==> config.mk <==
export PLATFORM = sky130hd
export DESIGN_NAME = add_reduce_sched
export DESIGN_NICKNAME = d
export VERILOG_FILES = /design/src/rtl/add_reduce_pkg.sv /design/src/rtl/add_unit.sv /design/src/rtl/add_reduce_sched.sv
export SDC_FILE = /design/constraint.sdc
export NUM_CORES = 1
export LEC_CHECK = 0
export BUFFER_PORTS_ARGS = -buffer_cell sky130_fd_sc_hd__buf_4
export CELL_PAD_IN_SITES_DETAIL_PLACEMENT = 1
export CELL_PAD_IN_SITES_GLOBAL_PLACEMENT = 1
export CORE_AREA = 2 2 201 203
export CTS_BUF_LIST = sky130_fd_sc_hd__clkbuf_4 sky130_fd_sc_hd__clkbuf_8 sky130_fd_sc_hd__clkbuf_16
export CTS_CLUSTER_DIAMETER = 80
export CTS_CLUSTER_SIZE = 40
export DETAILED_ROUTE_END_ITERATION = 16
export DIE_AREA = 0 0 203 205
export PLACE_DENSITY_LB_ADDON = 0.1
export SYNTH_ARGS = -nofsm -noshare
export SYNTH_HDL_FRONTEND = slang
export SYNTH_SLANG_ARGS = --single-unit
==> constraint.sdc <==
create_clock -name clk -period 3.5 [get_ports clk]
set_input_delay 0.35 -clock clk [delete_from_list [all_inputs] [get_ports clk]]
set_output_delay 0.35 -clock clk [all_outputs]
set_load 0.005 [all_outputs]
==> src/rtl/add_reduce_pkg.sv <==
// Shared types and constants for the add-reduce scheduler, plus a step-count
// helper that mirrors the pairwise schedule (no backpressure; pure definitions).
package add_reduce_pkg;

  localparam int DATA_W = 64;

  typedef enum logic [1:0] {
    IDLE,
    RUN,
    DONE
  } state_t;

  // Number of RUN cycles needed to fold n operands down to one.
  function automatic int reduce_steps(input int n);
    int cnt;
    int k;
    int steps;
    cnt   = n;
    steps = 0;
    while (cnt > 1) begin
      k     = (cnt / 2 > 2) ? 2 : cnt / 2;
      cnt   = cnt - k;
      steps = steps + 1;
    end
    return steps;
  endfunction

endpackage

==> src/rtl/add_unit.sv <==
// ADD_W-bit adder, carry-out dropped; combinational, zero latency, no backpressure.
module add_unit #(
  parameter int ADD_W = 13
) (
  input  logic [ADD_W-1:0] a,
  input  logic [ADD_W-1:0] b,
  output logic [ADD_W-1:0] sum
);

  assign sum = a + b;

endmodule

==> src/rtl/add_reduce_sched.sv <==
// Sequences an N-operand modulo-2^ADD_W sum over two shared adders; done rises
// reduce_steps(N) edges after the start edge; start always wins (restart), no stall input.
module add_reduce_sched
  import add_reduce_pkg::*;
#(
  parameter int N      = 7,
  parameter int ADD_W  = 13,
  parameter int DATA_W = add_reduce_pkg::DATA_W
) (
  input  logic                clk,
  input  logic                rst_n,
  input  logic                start,
  input  logic [N*DATA_W-1:0] ops,
  output logic                busy,
  output logic                done,
  output logic [DATA_W-1:0]   result,
  output logic [1:0]          add_active
);

  // Wide enough for counts up to 16 and for the constant 4 comparison at any N.
  localparam int CNT_W = 5;

  state_t           state_q, state_d;
  logic [CNT_W-1:0] cnt_q, cnt_d;
  logic [ADD_W-1:0] r_q [N];
  logic [ADD_W-1:0] r_d [N];
  logic [ADD_W-1:0] result_q, result_d;

  logic             issue0, issue1;
  logic [1:0]       k;
  logic [ADD_W-1:0] a0, b0, a1, b1;
  logic [ADD_W-1:0] sum0, sum1;
  logic [ADD_W-1:0] src1 [N];
  logic [ADD_W-1:0] src2 [N];
  logic             ops_unused;

  // Only the low ADD_W bits of each operand are ever captured.
  assign ops_unused = ^ops;

  assign issue0 = (state_q == RUN) && (cnt_q >= CNT_W'(2));
  assign issue1 = (state_q == RUN) && (cnt_q >= CNT_W'(4));
  assign k      = issue1 ? 2'd2 : (issue0 ? 2'd1 : 2'd0);

  assign a0 = issue0 ? r_q[0] : '0;
  assign b0 = issue0 ? r_q[1] : '0;

  generate
    if (N >= 4) begin : g_bin1_ops
      assign a1 = issue1 ? r_q[2] : '0;
      assign b1 = issue1 ? r_q[3] : '0;
    end else begin : g_bin1_idle
      assign a1 = '0;
      assign b1 = '0;
    end
  endgenerate

  add_unit #(.ADD_W(ADD_W)) bin0 (
    .a   (a0),
    .b   (b0),
    .sum (sum0)
  );

  add_unit #(.ADD_W(ADD_W)) bin1 (
    .a   (a1),
    .b   (b1),
    .sum (sum1)
  );

  // Candidate sources for the compaction: slot i pulls from slot i+k.
  generate
    for (genvar g = 0; g < N; g++) begin : g_src
      if (g + 1 < N) begin : g_s1
        assign src1[g] = r_q[g+1];
      end else begin : g_s1_z
        assign src1[g] = '0;
      end
      if (g + 2 < N) begin : g_s2
        assign src2[g] = r_q[g+2];
      end else begin : g_s2_z
        assign src2[g] = '0;
      end
    end
  endgenerate

  always_comb begin
    state_d  = state_q;
    cnt_d    = cnt_q;
    r_d      = r_q;
    result_d = result_q;
    if (start) begin
      for (int i = 0; i < N; i++) begin
        r_d[i] = ops[i*DATA_W +: ADD_W];
      end
      cnt_d   = CNT_W'(N);
      state_d = RUN;
    end else if (state_q == RUN) begin
      for (int i = 0; i < N; i++) begin
        if (k == 2'd2) begin
          r_d[i] = (i == 0) ? sum0 : ((i == 1) ? sum1 : src2[i]);
        end else begin
          r_d[i] = (i == 0) ? sum0 : src1[i];
        end
      end
      cnt_d = cnt_q - {{(CNT_W-2){1'b0}}, k};
      if (cnt_d == CNT_W'(1)) begin
        state_d  = DONE;
        result_d = sum0;
      end
    end
  end

  always_ff @(posedge clk or negedge rst_n) begin
    if (!rst_n) begin
      state_q  <= IDLE;
      cnt_q    <= '0;
      result_q <= '0;
      for (int i = 0; i < N; i++) begin
        r_q[i] <= '0;
      end
    end else begin
      state_q  <= state_d;
      cnt_q    <= cnt_d;
      result_q <= result_d;
      r_q      <= r_d;
    end
  end

  assign busy       = (state_q == RUN);
  assign done       = (state_q == DONE);
  assign result     = {{(DATA_W-ADD_W){1'b0}}, result_q};
  assign add_active = {issue1, issue0};

endmodule

==> flow_summary.ini, run 1 <==
[cells_and_area]
nFillCells = 4707
drive_gt1_share_pct = 20.2
nets = 1490
syn_to_final_growth_pct = 25.3
final_util_pct = 23.1

[min_path]
hold_class = in2async

[sta]
fin_skew_ns = 0.0108
finalCritPeriodShare_pct = 95.2
slew_headroom_pct = 31.5
slew_viol_final = 0
post-route-min-period_ns = 3.33
max_freq_mhz = 300
timing.hold.ws_ns = 0.0750
finalHoldViolCount = 0
setup_viol_count_final = 0
final.setup.worst_slack_ns = 0.168
finalSetupTns_ns = 0
worstMarginPinSlew_ns = 1.03

[clock_tree]
clk_latency_ns = 0.37
cts-buffers-inserted = 9
cts_root_buf = clkbuf_16
cts_max_level = 3
cts_tree = built
cts.clk_slew.worst_paths_ns = 0.08
clock_path_buffers = 2
cts_setup_buffers = 0
holdBufCountCts = 0
numClockSinks = 111

[pwr]
p_total_mw = 8.11
power.density_nw_per_um2 = 890
leakage_nw = 4.21
ir_drop_uv = 333

[setup_path]
worstPathArrival_ns = 3.63
endpoint_kind = register
crit_type = reg2reg
reg2reg_to = r_q[77]
crit_family = simple AND/OR/NAND/NOR gates
crit_fanout = 6
critical-path-max-stage-delay_ns = 0.47
reg2reg_from = cnt_q[2]
path_buf_inv = 1
required_ns = 3.80
rrSetupSlack_ns = 0.17
startpoint_type = register
crit_slowest_cell = or3_4
worstPathCellList = or3_4, and3_1, ha_1, fa_1, a211oi_2, o21ai_1, and3b_1, or3_1, a311oi_2, buf_4, nand3b_1
r2r_cells = 11

[die]
initial_utilization_pct = 18.5
die_h_um = 205
die_w_um = 203
coreArea_sq_um = 39400
rows = 73
die-area_sq_um = 41600
ioPinCount = 519

[grt]
grt_pass1_vias = 6868
grt_usage_pct = 13.6
grt_pass1_wl_um = 42900
grt_max_degree = 157
globalRouteOverflowTotal = 0
antenna_found_initial = 1

[route]
drt_wl_total_um = 28100
drt_iter0_drc = 273
drc_errors = 0
viasPerCell = 4.23
vias = 6520
ant_nets = 0
post_drt_wl_per_cell_um = 18.3
drtPass1Iterations = 4

[synthesis]
ys_ff_latch = 111
synth_area_sq_um = 7270
async_flop_share_pct = 100
ys_warn_count = 0
synthCells = 906
avgSynthCellArea_sq_um = 8.02
synth_flop_cell = dfrtp_1
synth-edff-count = 0
synth_cell_types = 56
ys_seq_area_share_pct = 38.2

[placement]
pre_cts_slack_ns = -0.239
hpwl_um = 20100
io_buffers = 110
gp_congestion = 0.742

[run_status]
status = finished clean

[job]
cap_violations = 0
==> cell usage after synthesis (all sizes together), types with 3 or more instances <==
library cell	instances	share of area [%]
inv	6	0.31
a21oi	123	8.5
nand3	9	0.62
a31oi	3	0.26
buf	64	6.2
mux2	12	1.9
xor2	10	1.2
mux2i	7	0.96
nand2	201	10
nor2	24	1.3
clkbuf	50	2.6
a21o	13	1.3
and3	45	3.9
o21a	4	0.41
o21ai	98	6.8
ha	26	4.5
fa	3	0.83
nand3b	3	0.31
a2111oi	3	0.53
a211oi	8	0.90
and2	24	2.1
dfrtp	111	38
o211ai	4	0.41
xnor2	11	1.3
or3	4	0.34
nor3	11	0.76
a2bb2oi	3	0.36
nor3b	3	0.31
==> final cells by class <==
| type | instances | area (sq um) | share of cell area, % |
|---|---|---|---|
| repair buffers | 156 | 1210 | 13.3 |
| clock buffers | 9 | 225 | 2.47 |
| clock inverters | 7 | 101 | 1.11 |
| well taps | 525 | 657 | 7.22 |
| inverters | 6 | 22.5 | 0.247 |
| multi-input cells | 726 | 4100 | 45.1 |
| flip-flops and latches | 111 | 2780 | 30.5 |
| diodes | 1 | 2.50 | 0.0275 |
==> where the power goes <==
group / internal, mW / switching (mW) / leakage (nW)
clock network: 0.639 / 0.557 / 0.158
registers: 1.72 / 0.337 / 1.36
logic: 2.11 / 2.74 / 2.68
==> sequential cells by signal, indices dropped and copies added (netlist names) <==
name	count
cnt_q	5
state_q	2
r_q	91
result_q	13
==> routing by layer <==
| layer | part of all wire, % | global-route usage (%) | wire length, um |
|---|---|---|---|
| met5 | 0 | 0 | 0 |
| met4 | 0.74 | 2.35 | 208 |
| met3 | 3.3 | 2.47 | 935 |
| met2 | 48 | 22.7 | 13400 |
| met1 | 48 | 18.6 | 13500 |
==> layout by cell type (no fill, tap or decap), types with 10 or more instances in the layout <==
| cell type | Yosys | routed |
|---|---|---|
| ha_1 | 26 | 24 |
| and3_1 | 45 | 45 |
| and2_1 | 24 | 24 |
| xnor2_1 | 11 | 10 |
| xor2_1 | 10 | 10 |
| nor3_1 | 11 | 10 |
| o21ai_0 | 94 | 92 |
| mux2_2 | 11 | 11 |
| nand2_1 | 201 | 201 |
| a21oi_1 | 123 | 122 |
| dfrtp_1 | 111 | 111 |
| conb_1 | 1 | 51 |
| nor2_1 | 23 | 22 |
| a21o_1 | 13 | 13 |
| buf_4 | 53 | 152 |
==> cells by family (layout without fill, tap and decap cells) <==
group / Yosys count / count (layout) / synth area share, %
AO/OA/AOI/OAI: 272 / 272 / 21.0
XOR/XNOR: 21 / 21 / 2.53
adder cells (fa/ha/maj): 29 / 29 / 5.30
buffers and inverters: 120 / 178 / 9.13
flip-flops: 111 / 111 / 38.2
multiplexers: 19 / 19 / 2.88
other: 1 / 52 / 0.0516
AND/OR/NAND/NOR: 333 / 334 / 20.9
==> through the flow <==
stage                     instances  cell area (sq um)
after floorplan                 956               7450
after global placement         1523               8690
after detailed placement       1523               8690
after CTS                      1539               9050
after global routing           1540               9100
final                          1541               9100
==> timing repair <==
item / CTS / global route
setup endpoints to repair: 11 / 9
pin swaps: 0 / 4
resized for setup: 5 / 11
endpoints found under the hold margin: 0 / 0
cloned: 0 / 1
==> worst max path at each step <==
stage / to / slack [ns] / cells past startpoint / startpoint
finish: r_q[77] / 0.17 / 11 / cnt_q[2]
global route: result_q[9] / -0.01 / 12 / cnt_q[2]
CTS: r_q[89] / 0.03 / 13 / cnt_q[3]
detailed placement: r_q[88] / -0.24 / 13 / cnt_q[3]
global placement: result_q[10] / -0.24 / 12 / cnt_q[3]
floorplan: r_q[77] / 0.22 / 12 / cnt_q[3]
No activity file was read; power rests on OpenSTA's default activity.
==> inputs of run 2 (changes only) <==
clock period = 3.84 ns   (was 3.5 ns; I/O delays follow)
==> flow_summary.ini, run 2 (same netlist as run 1, synthesis figures left out) <==
[die]
die_w_um = 203
die_h_um = 205
rows = 73
initial_utilization_pct = 18.5
die-area_sq_um = 41600
ioPinCount = 519
coreArea_sq_um = 39400

[grt]
antenna_found_initial = 2
grt_usage_pct = 13.3
grt_max_degree = 157
grt_pass1_wl_um = 41800
grt_pass1_vias = 6652
globalRouteOverflowTotal = 0

[sta]
finalHoldViolCount = 0
worstMarginPinSlew_ns = 0.963
finalCritPeriodShare_pct = 93.2
final.setup.worst_slack_ns = 0.260
max_freq_mhz = 279
rsz0062_at_grt = false
slew_headroom_pct = 35.8
post-route-min-period_ns = 3.58
slew_viol_final = 0
fin_skew_ns = 0.0104
finalSetupTns_ns = 0
setup_viol_count_final = 0

[pwr]
p_sw_share_pct = 45.5
power.density_nw_per_um2 = 788
clkPwrFrac_pct = 15.0
p_int_mw = 3.83
sequentialPowerShare_pct = 26.6
ir_drop_uv = 208
power_switching_mw = 3.19
p_total_mw = 7.02
pwr-share-comb_pct = 58.4
leakage_nw = 4.11

[cells_and_area]
layout_commonest_cell = nand2_1
final_util_pct = 22.6
final_cell_mix = 201 x nand2_1, 139 x buf_4, 123 x a21oi_1
top_regs = r_q: 91 flops, result_q: 13 flops, cnt_q: 5 flops
largest_reg_flops = 91
syn_to_final_growth_pct = 22.5
drive_gt1_share_pct = 17.8
nets = 1475
regMostFlops = r_q

[route]
ant_nets = 0
post_drt_wl_per_cell_um = 18.0
drc_errors = 0
drt_wl_total_um = 27500
drt_iter0_drc = 224
viasPerCell = 4.20
drtPass1Iterations = 4
vias = 6403

[placement]
io_buffers = 110
hpwl_um = 20100
gp_congestion = 0.742
pre_cts_slack_ns = 0.155

[clock_tree]
cts.clk_slew.worst_paths_ns = 0.08
cts-buffers-inserted = 9
clk_latency_ns = 0.37
cts_max_level = 3
cts_root_buf = clkbuf_16
cts_tree = built
holdBufCountCts = 0
cts_setup_buffers = 0
cts.repair.resized = 0
clock_path_buffers = 2
numClockSinks = 111

[setup_path]
crit_type = reg2reg
rrSetupSlack_ns = 0.26
crit_fanout = 35
startpoint_type = register
crit_family = simple AND/OR/NAND/NOR gates
worstPathCellList = or3_2, buf_6, and3_1, ha_1, a2111oi_2, o21ai_1, and3b_1, or3_1, a311oi_1, buf_4, nand3b_1
worstPathArrival_ns = 3.88
crit_slowest_cell = or3_2
path_buf_inv = 2
required_ns = 4.14
critical-path-max-stage-delay_ns = 0.63
endpoint_kind = register

[run_status]
status = finished clean

[min_path]
hold_class = in2async

[job]
cap_violations = 0
## run 2: changes by cell type in the layout (fill, tap and decap cells not counted), moves of 2 or more
| cell | delta |
|---|---|
| o21ai_0 | +2 |
| a211oi_1 | +3 |
| buf_4 | -13 |
| a211oi_2 | -3 |
| ha_1 | +2 |
| o21ai_2 | -2 |
## run 2: area by class of cell
cell class | count | area (sq um)
inverters | 6 | 22.5
flip-flops and latches | 111 | 2780
diodes | 1 | 2.50
multi-input cells | 725 | 4030
fillers | 4731 | 30500
clock buffers | 10 | 239
clock inverters | 6 | 78.8
well taps | 525 | 657
repair buffers | 142 | 1090
## run 2: power groups by stage
stage | Clock, mW | Sequential (mW) | Combinational, mW
2_1_floorplan | 0 | 1.77 | 2.87
3_3_place_gp | 0 | 1.89 | 4.19
3_5_place_dp | 0 | 1.90 | 4.19
4_1_cts | 1.11 | 1.88 | 4.22
5_1_grt | 1.15 | 1.93 | 4.67
6_report | 1.05 | 1.86 | 4.10
## run 2: through the flow
stage	area (sq um)	hold WS (ns)	std cells
floorplan	7450	0.0884	956
global placement	8580	0.493	1509
detailed placement	8580	0.489	1509
CTS	8890	0.121	1525
global route	8900	0.132	1525
finish	8900	0.0849	1526
## run 2: final timing paths
path / to / startpoint / cells after the start
max: r_q[77] / cnt_q[3] / 11
min: r_q[20] / rst_n / 1
max reg2reg: r_q[77] / cnt_q[3] / 11
min reg2reg: state_q[1] / state_q[1] / 1
max in group asynchronous: result_q[7] / rst_n / 2
min in group clk: r_q[23] / ops[330] / 3
## run 2: per-layer routing
metal,vias up,GRT usage [%],share of wire (%)
li1,3209,-,-
met1,3066,18.2,48
met2,113,21.9,47
met3,13,2.43,3.6
met4,2,2.71,1.1
met5,-,0,0.047
